<file path="src/rtl/sh_int_entry.sv">
// -----------------------------------------------------------------------------
// sh_int_entry
//
// CPU-side interrupt acceptance and exception-entry sequencer. It sits directly
// downstream of the interrupt controller. At an interruptible instruction
// boundary it accepts the pending request and fetches the vector from the
// controller. It then pushes SR and PC onto the R15 stack and reads the handler
// address from VBR + vector*4. Finally it loads PC, R15 and SR (I field =
// accepted level) and releases the pipeline.
//
// Parameters
//   VEC_TIMEOUT  maximum CE cycles spent waiting for VECT_WAIT to drop
//                (0 disables the timeout)
//   SPUR_VEC     vector substituted when the vector fetch times out
//
// Ports
//   CLK, RST          clock, synchronous active-high reset
//   CE                clock enable; every state element advances only when 1
//   INT_REQ/LVL/VEC   pending request, its level and vector number
//   INT_MASK          SR_IN[7:4], combinational
//   INT_ACK           one-CE-cycle pulse when the vector is latched
//   INT_ACP           high while an entry sequence is in progress
//   VECT_REQ          vector-fetch request to the controller
//   VECT_WAIT         vector not yet valid
//   INST_BOUND        CPU at an interruptible instruction boundary
//   SR_IN/PC_IN/R15_IN/VBR_IN  current CPU context
//   MEM_A/DO/DI/WE/REQ/WAIT    single-master bus port
//   STALL             freezes the CPU pipeline during entry
//   PC_WR/PC_OUT, R15_WR/R15_OUT, SR_WR/SR_OUT  register update strobes/values
// -----------------------------------------------------------------------------
module sh_int_entry #(
    parameter int unsigned VEC_TIMEOUT = 255,
    parameter logic [7:0]  SPUR_VEC    = 8'd24
) (
    input  logic        CLK,
    input  logic        RST,
    input  logic        CE,
    input  logic        INT_REQ,
    input  logic [3:0]  INT_LVL,
    input  logic [7:0]  INT_VEC,
    output logic [3:0]  INT_MASK,
    output logic        INT_ACK,
    output logic        INT_ACP,
    output logic        VECT_REQ,
    input  logic        VECT_WAIT,
    input  logic        INST_BOUND,
    input  logic [31:0] SR_IN,
    input  logic [31:0] PC_IN,
    input  logic [31:0] R15_IN,
    input  logic [31:0] VBR_IN,
    output logic [31:0] MEM_A,
    output logic [31:0] MEM_DO,
    input  logic [31:0] MEM_DI,
    output logic        MEM_WE,
    output logic        MEM_REQ,
    input  logic        MEM_WAIT,
    output logic        STALL,
    output logic        PC_WR,
    output logic [31:0] PC_OUT,
    output logic        R15_WR,
    output logic [31:0] R15_OUT,
    output logic        SR_WR,
    output logic [31:0] SR_OUT
);

    typedef enum logic [2:0] {
        IDLE,
        VREQ,
        VWAIT,
        PUSH_SR,
        PUSH_PC,
        RD_VEC,
        COMMIT
    } state_t;

    // The timeout fires on the VWAIT cycle in which the counter already holds
    // VEC_TIMEOUT-1, so exactly VEC_TIMEOUT cycles are spent waiting.
    localparam bit          TMO_EN   = (VEC_TIMEOUT != 0);
    localparam logic [31:0] TMO_LAST = TMO_EN ? 32'(VEC_TIMEOUT - 1) : 32'd0;

    // SR with the I field (bits 7:4) replaced by the accepted level.
    function automatic logic [31:0] sr_with_level(input logic [31:0] sr,
                                                  input logic [3:0]  lvl);
        return {sr[31:8], lvl, sr[3:0]};
    endfunction

    // Handler slot address: VBR + vector*4, modulo 2^32.
    function automatic logic [31:0] vec_addr(input logic [31:0] vbr,
                                             input logic [7:0]  vec);
        return vbr + {22'b0, vec, 2'b00};
    endfunction

    state_t      state, state_nxt;

    logic [31:0] sr_lat,  sr_lat_nxt;
    logic [31:0] pc_lat,  pc_lat_nxt;
    logic [31:0] r15_lat, r15_lat_nxt;
    logic [31:0] vbr_lat, vbr_lat_nxt;
    logic [3:0]  lvl_lat, lvl_lat_nxt;
    logic [7:0]  vec_lat, vec_lat_nxt;
    logic [31:0] cnt,     cnt_nxt;

    logic        ack_nxt;
    logic        vreq_nxt;
    logic        stall_nxt;
    logic        mem_req_nxt;
    logic        mem_we_nxt;
    logic [31:0] mem_a_nxt;
    logic [31:0] mem_do_nxt;
    logic        upd_nxt;
    logic [31:0] pc_out_nxt;
    logic [31:0] r15_out_nxt;
    logic [31:0] sr_out_nxt;
    logic        vec_done;

    assign INT_MASK = SR_IN[7:4];

    // ---- state register ----
    always_ff @(posedge CLK) begin
        if (RST) begin
            state <= IDLE;
        end else if (CE) begin
            state <= state_nxt;
        end
    end

    // ---- next-state and next-output logic ----
    always_comb begin
        state_nxt   = state;
        sr_lat_nxt  = sr_lat;
        pc_lat_nxt  = pc_lat;
        r15_lat_nxt = r15_lat;
        vbr_lat_nxt = vbr_lat;
        lvl_lat_nxt = lvl_lat;
        vec_lat_nxt = vec_lat;
        cnt_nxt     = cnt;
        ack_nxt     = 1'b0;
        vreq_nxt    = 1'b0;
        mem_req_nxt = MEM_REQ;
        mem_we_nxt  = MEM_WE;
        mem_a_nxt   = MEM_A;
        mem_do_nxt  = MEM_DO;
        upd_nxt     = 1'b0;
        pc_out_nxt  = PC_OUT;
        r15_out_nxt = R15_OUT;
        sr_out_nxt  = SR_OUT;
        vec_done    = 1'b0;

        case (state)
            IDLE: begin
                if (INT_REQ && INST_BOUND) begin
                    sr_lat_nxt  = SR_IN;
                    pc_lat_nxt  = PC_IN;
                    r15_lat_nxt = R15_IN;
                    vbr_lat_nxt = VBR_IN;
                    lvl_lat_nxt = INT_LVL;
                    vreq_nxt    = 1'b1;
                    state_nxt   = VREQ;
                end
            end

            VREQ: begin
                cnt_nxt   = 32'd0;
                state_nxt = VWAIT;
            end

            VWAIT: begin
                if (!VECT_WAIT) begin
                    vec_lat_nxt = INT_VEC;
                    vec_done    = 1'b1;
                end else if (TMO_EN && (cnt == TMO_LAST)) begin
                    vec_lat_nxt = SPUR_VEC;
                    vec_done    = 1'b1;
                end else begin
                    cnt_nxt = cnt + 32'd1;
                end
                // Bus signals for the SR push are set up on the same edge so
                // the write is presented from the first PUSH_SR cycle.
                if (vec_done) begin
                    ack_nxt     = 1'b1;
                    mem_req_nxt = 1'b1;
                    mem_we_nxt  = 1'b1;
                    mem_a_nxt   = r15_lat - 32'd4;
                    mem_do_nxt  = sr_lat;
                    state_nxt   = PUSH_SR;
                end
            end

            PUSH_SR: begin
                if (!MEM_WAIT) begin
                    mem_a_nxt  = r15_lat - 32'd8;
                    mem_do_nxt = pc_lat;
                    state_nxt  = PUSH_PC;
                end
            end

            PUSH_PC: begin
                if (!MEM_WAIT) begin
                    mem_we_nxt = 1'b0;
                    mem_do_nxt = 32'd0;
                    mem_a_nxt  = vec_addr(vbr_lat, vec_lat);
                    state_nxt  = RD_VEC;
                end
            end

            RD_VEC: begin
                if (!MEM_WAIT) begin
                    mem_req_nxt = 1'b0;
                    mem_a_nxt   = 32'd0;
                    pc_out_nxt  = MEM_DI;
                    r15_out_nxt = r15_lat - 32'd8;
                    sr_out_nxt  = sr_with_level(sr_lat, lvl_lat);
                    upd_nxt     = 1'b1;
                    state_nxt   = COMMIT;
                end
            end

            COMMIT: begin
                // Strobes default low, so they last exactly this CE cycle.
                state_nxt = IDLE;
            end

            default: begin
                state_nxt   = IDLE;
                mem_req_nxt = 1'b0;
                mem_we_nxt  = 1'b0;
            end
        endcase

        stall_nxt = (state_nxt != IDLE);
    end

    // ---- registered outputs and latched context ----
    always_ff @(posedge CLK) begin
        if (RST) begin
            sr_lat  <= 32'd0;
            pc_lat  <= 32'd0;
            r15_lat <= 32'd0;
            vbr_lat <= 32'd0;
            lvl_lat <= 4'd0;
            vec_lat <= 8'd0;
            cnt     <= 32'd0;
            INT_ACK <= 1'b0;
            INT_ACP <= 1'b0;
            VECT_REQ <= 1'b0;
            STALL   <= 1'b0;
            MEM_REQ <= 1'b0;
            MEM_WE  <= 1'b0;
            MEM_A   <= 32'd0;
            MEM_DO  <= 32'd0;
            PC_WR   <= 1'b0;
            R15_WR  <= 1'b0;
            SR_WR   <= 1'b0;
            PC_OUT  <= 32'd0;
            R15_OUT <= 32'd0;
            SR_OUT  <= 32'd0;
        end else if (CE) begin
            sr_lat  <= sr_lat_nxt;
            pc_lat  <= pc_lat_nxt;
            r15_lat <= r15_lat_nxt;
            vbr_lat <= vbr_lat_nxt;
            lvl_lat <= lvl_lat_nxt;
            vec_lat <= vec_lat_nxt;
            cnt     <= cnt_nxt;
            INT_ACK <= ack_nxt;
            INT_ACP <= stall_nxt;
            VECT_REQ <= vreq_nxt;
            STALL   <= stall_nxt;
            MEM_REQ <= mem_req_nxt;
            MEM_WE  <= mem_we_nxt;
            MEM_A   <= mem_a_nxt;
            MEM_DO  <= mem_do_nxt;
            PC_WR   <= upd_nxt;
            R15_WR  <= upd_nxt;
            SR_WR   <= upd_nxt;
            PC_OUT  <= pc_out_nxt;
            R15_OUT <= r15_out_nxt;
            SR_OUT  <= sr_out_nxt;
        end
    end

endmodule

</file>
<file path="config.mk">
export PLATFORM = sky130hd
export DESIGN_NAME = sh_int_entry
export DESIGN_NICKNAME = d
export VERILOG_FILES = /design/src/rtl/sh_int_entry.sv
export SDC_FILE = /design/constraint.sdc
export NUM_CORES = 1
export LEC_CHECK = 0
export CORE_MARGIN = 5
export CORE_UTILIZATION = 50
export CTS_CLUSTER_DIAMETER = 120
export DETAILED_ROUTE_END_ITERATION = 8
export PLACE_DENSITY = 0.8
export SYNTH_ARGS = -nofsm -noshare
export SYNTH_HDL_FRONTEND = slang
export SYNTH_SLANG_ARGS = --single-unit
</file>
<file path="constraint.sdc">
create_clock -name CLK -period 2.8 [get_ports CLK]
set_input_delay 0.28 -clock CLK [delete_from_list [all_inputs] [get_ports CLK]]
set_output_delay 0.28 -clock CLK [all_outputs]
set_load 0.01 [all_outputs]
</file>
Word level (Yosys, flattened, before mapping). Index checks and enable logic that the tools add are counted.

Output and inout port bits: 173. Memory bits (writable): 0. Word-level logic and storage cells: 88. Latch bits: 0. ROM bits: 0. Bits in registers: 341. Memories: 0. Input port bits: 179.

Add/subtract/negate cells: 4. Shifts and indexed selects: 0. Divide/modulo/power cells: 0. Order comparisons: 0. Reductions and logical operators: 16. Equality and inequality tests: 14. Bitwise logic cells: 3. $mul: 0. Multiplexer cells: 32.

Operators with widths (number): $mux 32 (8); $pmux 32 s4 (1); $pmux 32 s3 (1); $pmux 32 s2 (1); $add 32x1->32 const B (1); $add 32x10->32 (1); $eq 32x8->1 const B (1); $sub 32x3->32 const B (1); $sub 32x4->32 const B (1); $pmux 3 s6 (1); $mux 8 (2); $mux 3 (5); $ne 2x2->1 const B (6); $reduce_and 4->1 (3); $mux 1 (11); $reduce_or 5->1 (2); $eq 3x3->1 const B (3); $reduce_and 3->1 (3); $eq 3x2->1 const B (2); $pmux 1 s3 (2); $reduce_and 6->1 (1); $reduce_bool 3->1 (2); $reduce_and 5->1 (1); $reduce_bool 4->1 (1); 6 further kinds (8).

Longest topological paths before layout. Gate-level depths: netlist of run 1.

Depth in word-level cells: 7. Depth in mapped cells: 11. Mapped depth without buffers: 10.

Least setup slack after synthesis of run 1. OpenSTA, ideal clock, no wires.

Path type: reg2reg. Start point: register vbr_lat[2]. End point: register MEM_A[28]. Path slack: 0.440 ns. Path buffers: 1. Arrival: 2.269 ns. Setup time: 0.091 ns. Required time: 2.709 ns. Stages on the path, launching flop included: 12. Period minus slack after synthesis: 2.360 ns. Cell sequence: dfxtp_1 -> ha_1 -> inv_1 -> fa_1 -> nor2b_1 -> o2111ai_1 -> a31oi_1 -> clkbuf_1 -> nand4_1 -> xnor2_1 -> nand2_1 -> a311oi_1.

Word-level cells in the longest chain between the ends: 3.

Ends and longest elaborated chain: from (decl) (RTL line 98) `logic [31:0] vbr_lat, vbr_lat_nxt;`; from (signal assigned) (RTL line 261) `vbr_lat <= vbr_lat_nxt;`; $add 32x10->32 (RTL line 90) `return vbr + {22'b0, vec, 2'b00};`; $mux 32 (RTL line 198) `if (!MEM_WAIT) begin`; $pmux 32 s4 (RTL line 149) `case (state)`; to (signal assigned) (RTL line 271) `MEM_A <= mem_a_nxt;`; to (decl) (RTL line 51) `output logic [31:0] MEM_A,`.

Every way passes these cells. The select of a mux whose other input is x is not followed. A chain may end at the register's enable or synchronous reset.

Worst setup path in the final report of run 1.
Start point: register cnt[0]. End point: register cnt[5].

Word-level cells in the longest chain between the ends: 4. Elaborated cells on any way between the ends: 7. Those cells by class: add/sub (1); eq/ne (2); mux (3); reduce/logical (1).

Ends and longest elaborated chain: from (decl) (RTL line 101) `logic [31:0] cnt, cnt_nxt;`; from (signal assigned) (RTL line 264) `cnt <= cnt_nxt;`; $add 32x1->32 (RTL line 175) `cnt_nxt = cnt + 32'd1;`; $mux 32 (RTL line 171) `end else if (TMO_EN && (cnt == TMO_LAST)) begin`; $mux 32 (RTL line 168) `if (!VECT_WAIT) begin`; $pmux 32 s2 (RTL line 149).

Several ways; a longest one is shown, not always the timed one. The select of a mux whose other input is x is not followed.

==> flow_summary.toml, run 1 <==
[power_and_ir_drop]
peakVddDrop_mv = 0.445
power_density_mw_per_mm2 = 572
share_seq_of_total_power = 0.432
clkPwrFrac = 0.459
power_switching_share = 0.241
p_comb_frac = 0.109
total_leakage_power_nw = 6.95
switching_power_mw = 2.80
p_int_mw = 8.81
total_power_mw = 11.6

[layout]
final_util = 0.681
final_cells = 2586
area_growth_pct = 34.1
drive_gt1_frac = 0.0702
final_nets = 2358
finalInstanceArea_mm2 = 0.0203

[clocking]
cts-root-buf = "clkbuf_16"
cts_made_buffers = 37
cts_sinks = 341
clk-insertion-delay-late_ns = 0.54
cts.clk_slew.worst_paths_ns = 0.06
cts_max_level = 2
cts_tree = "built"
clock_path_buffers = 3

[worst_setup_path]
r2r_start = "cnt[0]"
critPathLaunchType = "register"
cp.required_ns = 3.20
arrival_ns = 3.02
r2r-end = "cnt[5]"
rrSetupSlack_ns = 0.19
crit_type = "register to register"
cp-end-kind = "register"
critical_path_peak_fanout = 11
rr_worst_depth = 10

[global_routing]
grt_overflow = 0
grt_use_total = 0.278
grt_max_degree = 184
first_global_vias = 14218
grt_pass1_wl_mm = 76.6
antenna_found_initial = 2

[routing]
wl_per_cell_um = 19.4
via_per_inst = 5.73
vias = 14806
firstDrtPassIters = 5
drc = 0
antenna_left = 0
first_iter_violations = 1166
wirelength_mm = 50.2

[run]
cap_violations = 0

[hold_path]
holdPathStages = 3
hold-path-endpoint = "vbr_lat[18]"
min_from = "VBR_IN[18]"
hold_path.class = "input pin to register"

[die]
die_width_um = 184
core_mm2 = 0.0298
start_util = 0.508
die_y_um = 184
die-area_mm2 = 0.0339
rows = 63
io_pins = 352

[synthesis]
netlist_area_mm2 = 0.0151
ys.warnings.count = 0
synth.distinct_cells = 80
synth_nets = 2076
ys.flop_type = "dfxtp_1"
avgSynthCellArea_um2 = 8.04
syn_inst = 1883
ys_async_sr_fraction = 0
ys_seq_area_frac = 0.451
synth_edf_count = 0
synth-seq-cells = 341

[timing]
drv_slew = 0
setup-tns-final_ns = 0
hold_viol_final = 0
finalCritPeriodShare = 0.934
slew_headroom = 0.439
rsz0062_at_grt = "no"
worst_pin_slew_ns = 0.842
skew_ns = 0.0236
timing.fmax_mhz = 382
fin_crit_ns = 2.61
setup_violations = 0

[placed_design]
dpl.cell_count = 2516
post_dp_cell_area_mm2 = 0.0189
dpl.hpwl_mm = 35.3
routabilityCongestion = 1.00
io_buffers = 351

[run_status]
status = "completed"
## repair_timing
| item | in CTS | in global routing |
|---|---|---|
| setup endpoints to repair | 0 | 1 |
| hold buffers | 0 | 0 |
| resized for setup | 0 | 1 |
| buffers inserted | 0 | 0 |
## cells in the mapped netlist (all sizes together), types with 4 or more instances
master / count / area, µm²
nand2b: 7 / 43.8
ha: 13 / 163
and4: 5 / 43.8
and2: 4 / 25.0
a21oi: 246 / 1230
dfxtp: 341 / 6830
nor4b: 6 / 65.1
o211ai: 4 / 30.0
a221o: 4 / 40.0
buf: 33 / 199
o221ai: 5 / 43.8
a22oi: 34 / 255
nor2b: 6 / 37.5
xor2: 45 / 394
and3: 14 / 87.6
o21ai: 35 / 179
xnor2: 55 / 482
nand4: 23 / 165
a311oi: 4 / 35.0
o22ai: 4 / 25.0
nor4: 15 / 145
a211oi: 43 / 333
nor3b: 5 / 58.8
o2bb2ai: 32 / 280
nand2: 476 / 1790
nor3: 47 / 293
nor2: 127 / 492
o21a: 5 / 37.5
inv: 22 / 82.6
a31oi: 5 / 31.3
clkbuf: 122 / 458
nand3: 37 / 190
a221oi: 9 / 78.8
or3: 5 / 31.3
a2111oi: 6 / 71.3
## state kept, by name (all words and copies together) (netlist names)
name	count
STALL	1
MEM_WE	1
state	3
PC_OUT	32
vec_lat	8
SR_OUT	32
pc_lat	32
lvl_lat	4
MEM_DO	32
R15_OUT	32
sr_lat	32
MEM_REQ	1
vbr_lat	32
INT_ACK	1
VECT_REQ	1
cnt	32
r15_lat	32
SR_WR	1
MEM_A	32
## per-layer routing
layer | up-vias | GRT usage | part of all wire
met1 | 7007 | 0.344 | 0.39
met4 | 0 | 0.128 | 0.050
met2 | 620 | 0.464 | 0.48
met5 | - | 0 | 0
li1 | 7043 | - | -
met3 | 136 | 0.0609 | 0.081
## metrics by stage
stage	hold slack, ns	worst slack, ns
floorplan	0.416	0.440
global placement	0.441	0.339
detailed placement	0.446	0.241
CTS	0.280	0.209
global route	0.295	0.00751
finish	0.287	0.185
## worst max path at each step
stage                 to  startpoint  slack (ns)  cells past startpoint
4_1_cts           cnt[5]      cnt[0]        0.21                     10
5_1_grt        MEM_A[30]  vbr_lat[2]       0.008                     11
6_report          cnt[5]      cnt[0]        0.19                     10
2_1_floorplan  MEM_A[28]  vbr_lat[2]        0.44                     11
3_3_place_gp   MEM_A[30]  vbr_lat[2]        0.34                     11
3_5_place_dp   MEM_A[30]  vec_lat[0]        0.24                     11
## cell type report
| cell class | instances | area (µm²) |
|---|---|---|
| antenna | 3 | 7.51 |
| sequential | 341 | 6830 |
| fill | 2379 | 9490 |
| clock buffer | 49 | 1050 |
| inverter | 22 | 82.6 |
| multi-input combinational | 1365 | 7590 |
| clock inverter | 18 | 295 |
| tap | 390 | 488 |
| timing repair buffer | 398 | 3960 |
## critical path, cell delays in order, from the launching register on
cell      delay (ns)
dfxtp_1         0.33
inv_1           0.10
ha_1            0.16
nor4b_1         0.25
nand4_1         0.22
o311ai_2        0.42
and2_1          0.49
buf_4           0.25
nor3_1          0.07
xnor2_1         0.14
nor2_1          0.06
## power groups by stage
stage,Clock (mW),Combinational [mW],Sequential (mW)
finish,5.33,1.26,5.02
global route,5.57,1.35,5.03
CTS,5.39,1.25,5.02
detailed placement,0,1.24,5.13
global placement,0,1.23,5.12
floorplan,0,0.739,5.09
## layout by cell type, fill, tap and decap left out, types with 29 or more instances in the layout
cell	instances
buf_4	40
a21oi_1	245
nand2_1	475
clkbuf_16	37
clkdlybuf4s50_1	350
o2bb2ai_1	32
nor2_1	124
xnor2_1	55
nor3_1	37
nand3_1	36
xor2_1	45
dfxtp_1	341
a22oi_1	34
o21ai_0	29
a211oi_1	41
## cells by family (layout without fill, tap and decap cells)
logic type,Yosys count,in the layout,synth area share
and+or+nand+nor,789,789,0.235
AOI/OAI and AO/OA,458,458,0.192
DFF,341,341,0.451
buffers and inverters,177,487,0.0489
xor gates and xnor gates,100,100,0.0579
adders and majority gates,14,14,0.0121
muxes,4,4,0.00273
other,0,3,0
Power figures use the tool's default switching activity.
==> run 2: changes to the inputs <==
- CORE_UTILIZATION: 50 -> 44
- PLACE_DENSITY: 0.8 -> 0.72
==> flow_summary.toml, run 2 (same netlist as run 1, synthesis figures left out) <==
[worst_setup_path]
critical_path_peak_fanout = 8
critPathLaunchType = "register"
r2r-end = "MEM_A[29]"
arrival_ns = 3.09
path_cells = "inv_1, ha_1, nor3b_2, buf_4, nand2_2, nor4_4, nand3_1, xnor2_1, a221oi_1, nor3_1"
rr_worst_depth = 10
crit_type = "register to register"
r2r_start = "r15_lat[4]"
cp.required_ns = 3.26
cpPeakStageDelay_ns = 0.41
crit_path_top_delay_cell = "xnor2_1"
rrSetupSlack_ns = 0.18
cp-end-kind = "register"

[layout]
final_nets = 2365
mostFrequentLayoutCell = "nand2_1"
drive_gt1_frac = 0.0705
mostFrequentLayoutCells = "nand2_1 (475), clkdlybuf4s50_1 (350), dfxtp_1 (341)"
area_growth_pct = 34.7

[clocking]
cts_max_level = 2
post_cts_buffers = 0
clk-insertion-delay-late_ns = 0.55
cts_tree = "built"
cts-root-buf = "clkbuf_16"
holdBufCountCts = 0
clock_path_buffers = 3
cts_sinks = 341
cts.clk_slew.worst_paths_ns = 0.06
cts_made_buffers = 38
cts_resized = 0

[routing]
drc = 0
firstDrtPassIters = 5
first_iter_violations = 1102
vias = 14533
wl_per_cell_um = 19.1
via_per_inst = 5.47
wirelength_mm = 50.7
antenna_left = 0

[timing]
rsz0062_at_grt = "no"
finalCritPeriodShare = 0.937
setup-tns-final_ns = 0
skew_ns = 0.0275
hold_viol_final = 0
hold_slack_ns = 0.219
slew_headroom = 0.513
worst_pin_slew_ns = 0.730
fin_crit_ns = 2.62
drv_slew = 0
setup_violations = 0
timing.fmax_mhz = 381

[power_and_ir_drop]
p_int_mw = 8.43
peakVddDrop_mv = 0.366
power_switching_share = 0.254
p_comb_frac = 0.114
switching_power_mw = 2.87
clkPwrFrac = 0.441
share_seq_of_total_power = 0.444
total_leakage_power_nw = 6.95
power_density_mw_per_mm2 = 554

[placed_design]
io_buffers = 351
dpl.hpwl_mm = 36.1
routabilityCongestion = 0.957

[die]
die_width_um = 195
core_mm2 = 0.0343
start_util = 0.441
io_pins = 352
die_y_um = 195
die-area_mm2 = 0.0382
rows = 68

[global_routing]
first_global_vias = 13938
grt_use_total = 0.250
grt_pass1_wl_mm = 78.3
grt_overflow = 0
grt_max_degree = 151
antenna_found_initial = 2

[hold_path]
hold-path-endpoint = "state[1]"
hold_path.class = "input pin to register"
min_from = "RST"
holdPathStages = 2

[run_status]
status = "completed"

[run]
cap_violations = 0
## run 2: power by group through the flow
stage | sequential (mW) | clock (mW) | combinational [mW]
floorplan | 5.09 | 0 | 0.739
global placement | 5.12 | 0 | 1.26
detailed placement | 5.13 | 0 | 1.27
CTS | 5.02 | 5.07 | 1.28
global route | 5.03 | 5.28 | 1.38
finish | 5.02 | 4.99 | 1.29
## run 2: layer usage
| metal | GRT usage | wire [µm] | part of all wire |
|---|---|---|---|
| met5 | 0 | 0 | 0 |
| met4 | 0.0915 | 1750 | 0.034 |
| met3 | 0.0492 | 3660 | 0.072 |
| met2 | 0.417 | 24300 | 0.48 |
| met1 | 0.322 | 21000 | 0.41 |
## run 2: stage by stage
| stage | util | std cells | area, µm² | setup WS, ns | power (mW) |
|---|---|---|---|---|---|
| final | 0.595 | 2655 | 20400 | 0.176 | 11.3 |
| after detailed placement | 0.558 | 2587 | 19100 | 0.266 | 6.40 |
| after global placement | 0.558 | 2587 | 19100 | 0.312 | 6.39 |
| after global routing | 0.595 | 2655 | 20400 | 0.0719 | 11.7 |
| after CTS | 0.594 | 2653 | 20400 | 0.238 | 11.4 |
| after floorplan | - | 1883 | 15100 | 0.440 | 5.83 |
## run 2: worst max-delay path by stage
| stage | startpoint | to | cells after the start |
|---|---|---|---|
| 6_report | r15_lat[4] | MEM_A[29] | 10 |
| 5_1_grt | vbr_lat[6] | MEM_A[19] | 8 |
| 4_1_cts | r15_lat[4] | MEM_A[27] | 10 |
| 3_5_place_dp | r15_lat[4] | MEM_A[27] | 10 |
| 3_3_place_gp | vbr_lat[2] | MEM_A[26] | 11 |
| 2_1_floorplan | vbr_lat[2] | MEM_A[28] | 11 |
## run 2: layout make-up
class,instances,area (µm²)
flip-flops and latches,341,6830
well taps,455,569
repair buffers,404,4070
clock inverters,13,166
fillers,3090,13900
diodes,2,5.00
multi-input cells,1365,7590
clock buffers,53,1080
inverters,22,82.6
## run 2: worst max-delay path, delay by kind of cell, from the launching register on
kind / cells / cell delay [ns]
flops: 1 / 0.40
simple gates: 5 / 1.06
xor+xnor: 1 / 0.41
fa+ha+maj: 1 / 0.23
compound gates: 1 / 0.14
buf+inv: 2 / 0.32
==> run 3: changes to the inputs <==
- TNS_END_PERCENT: default -> 20
==> results of run 3 <==
Final layout, timing and power as in run 2 (identical DEF).
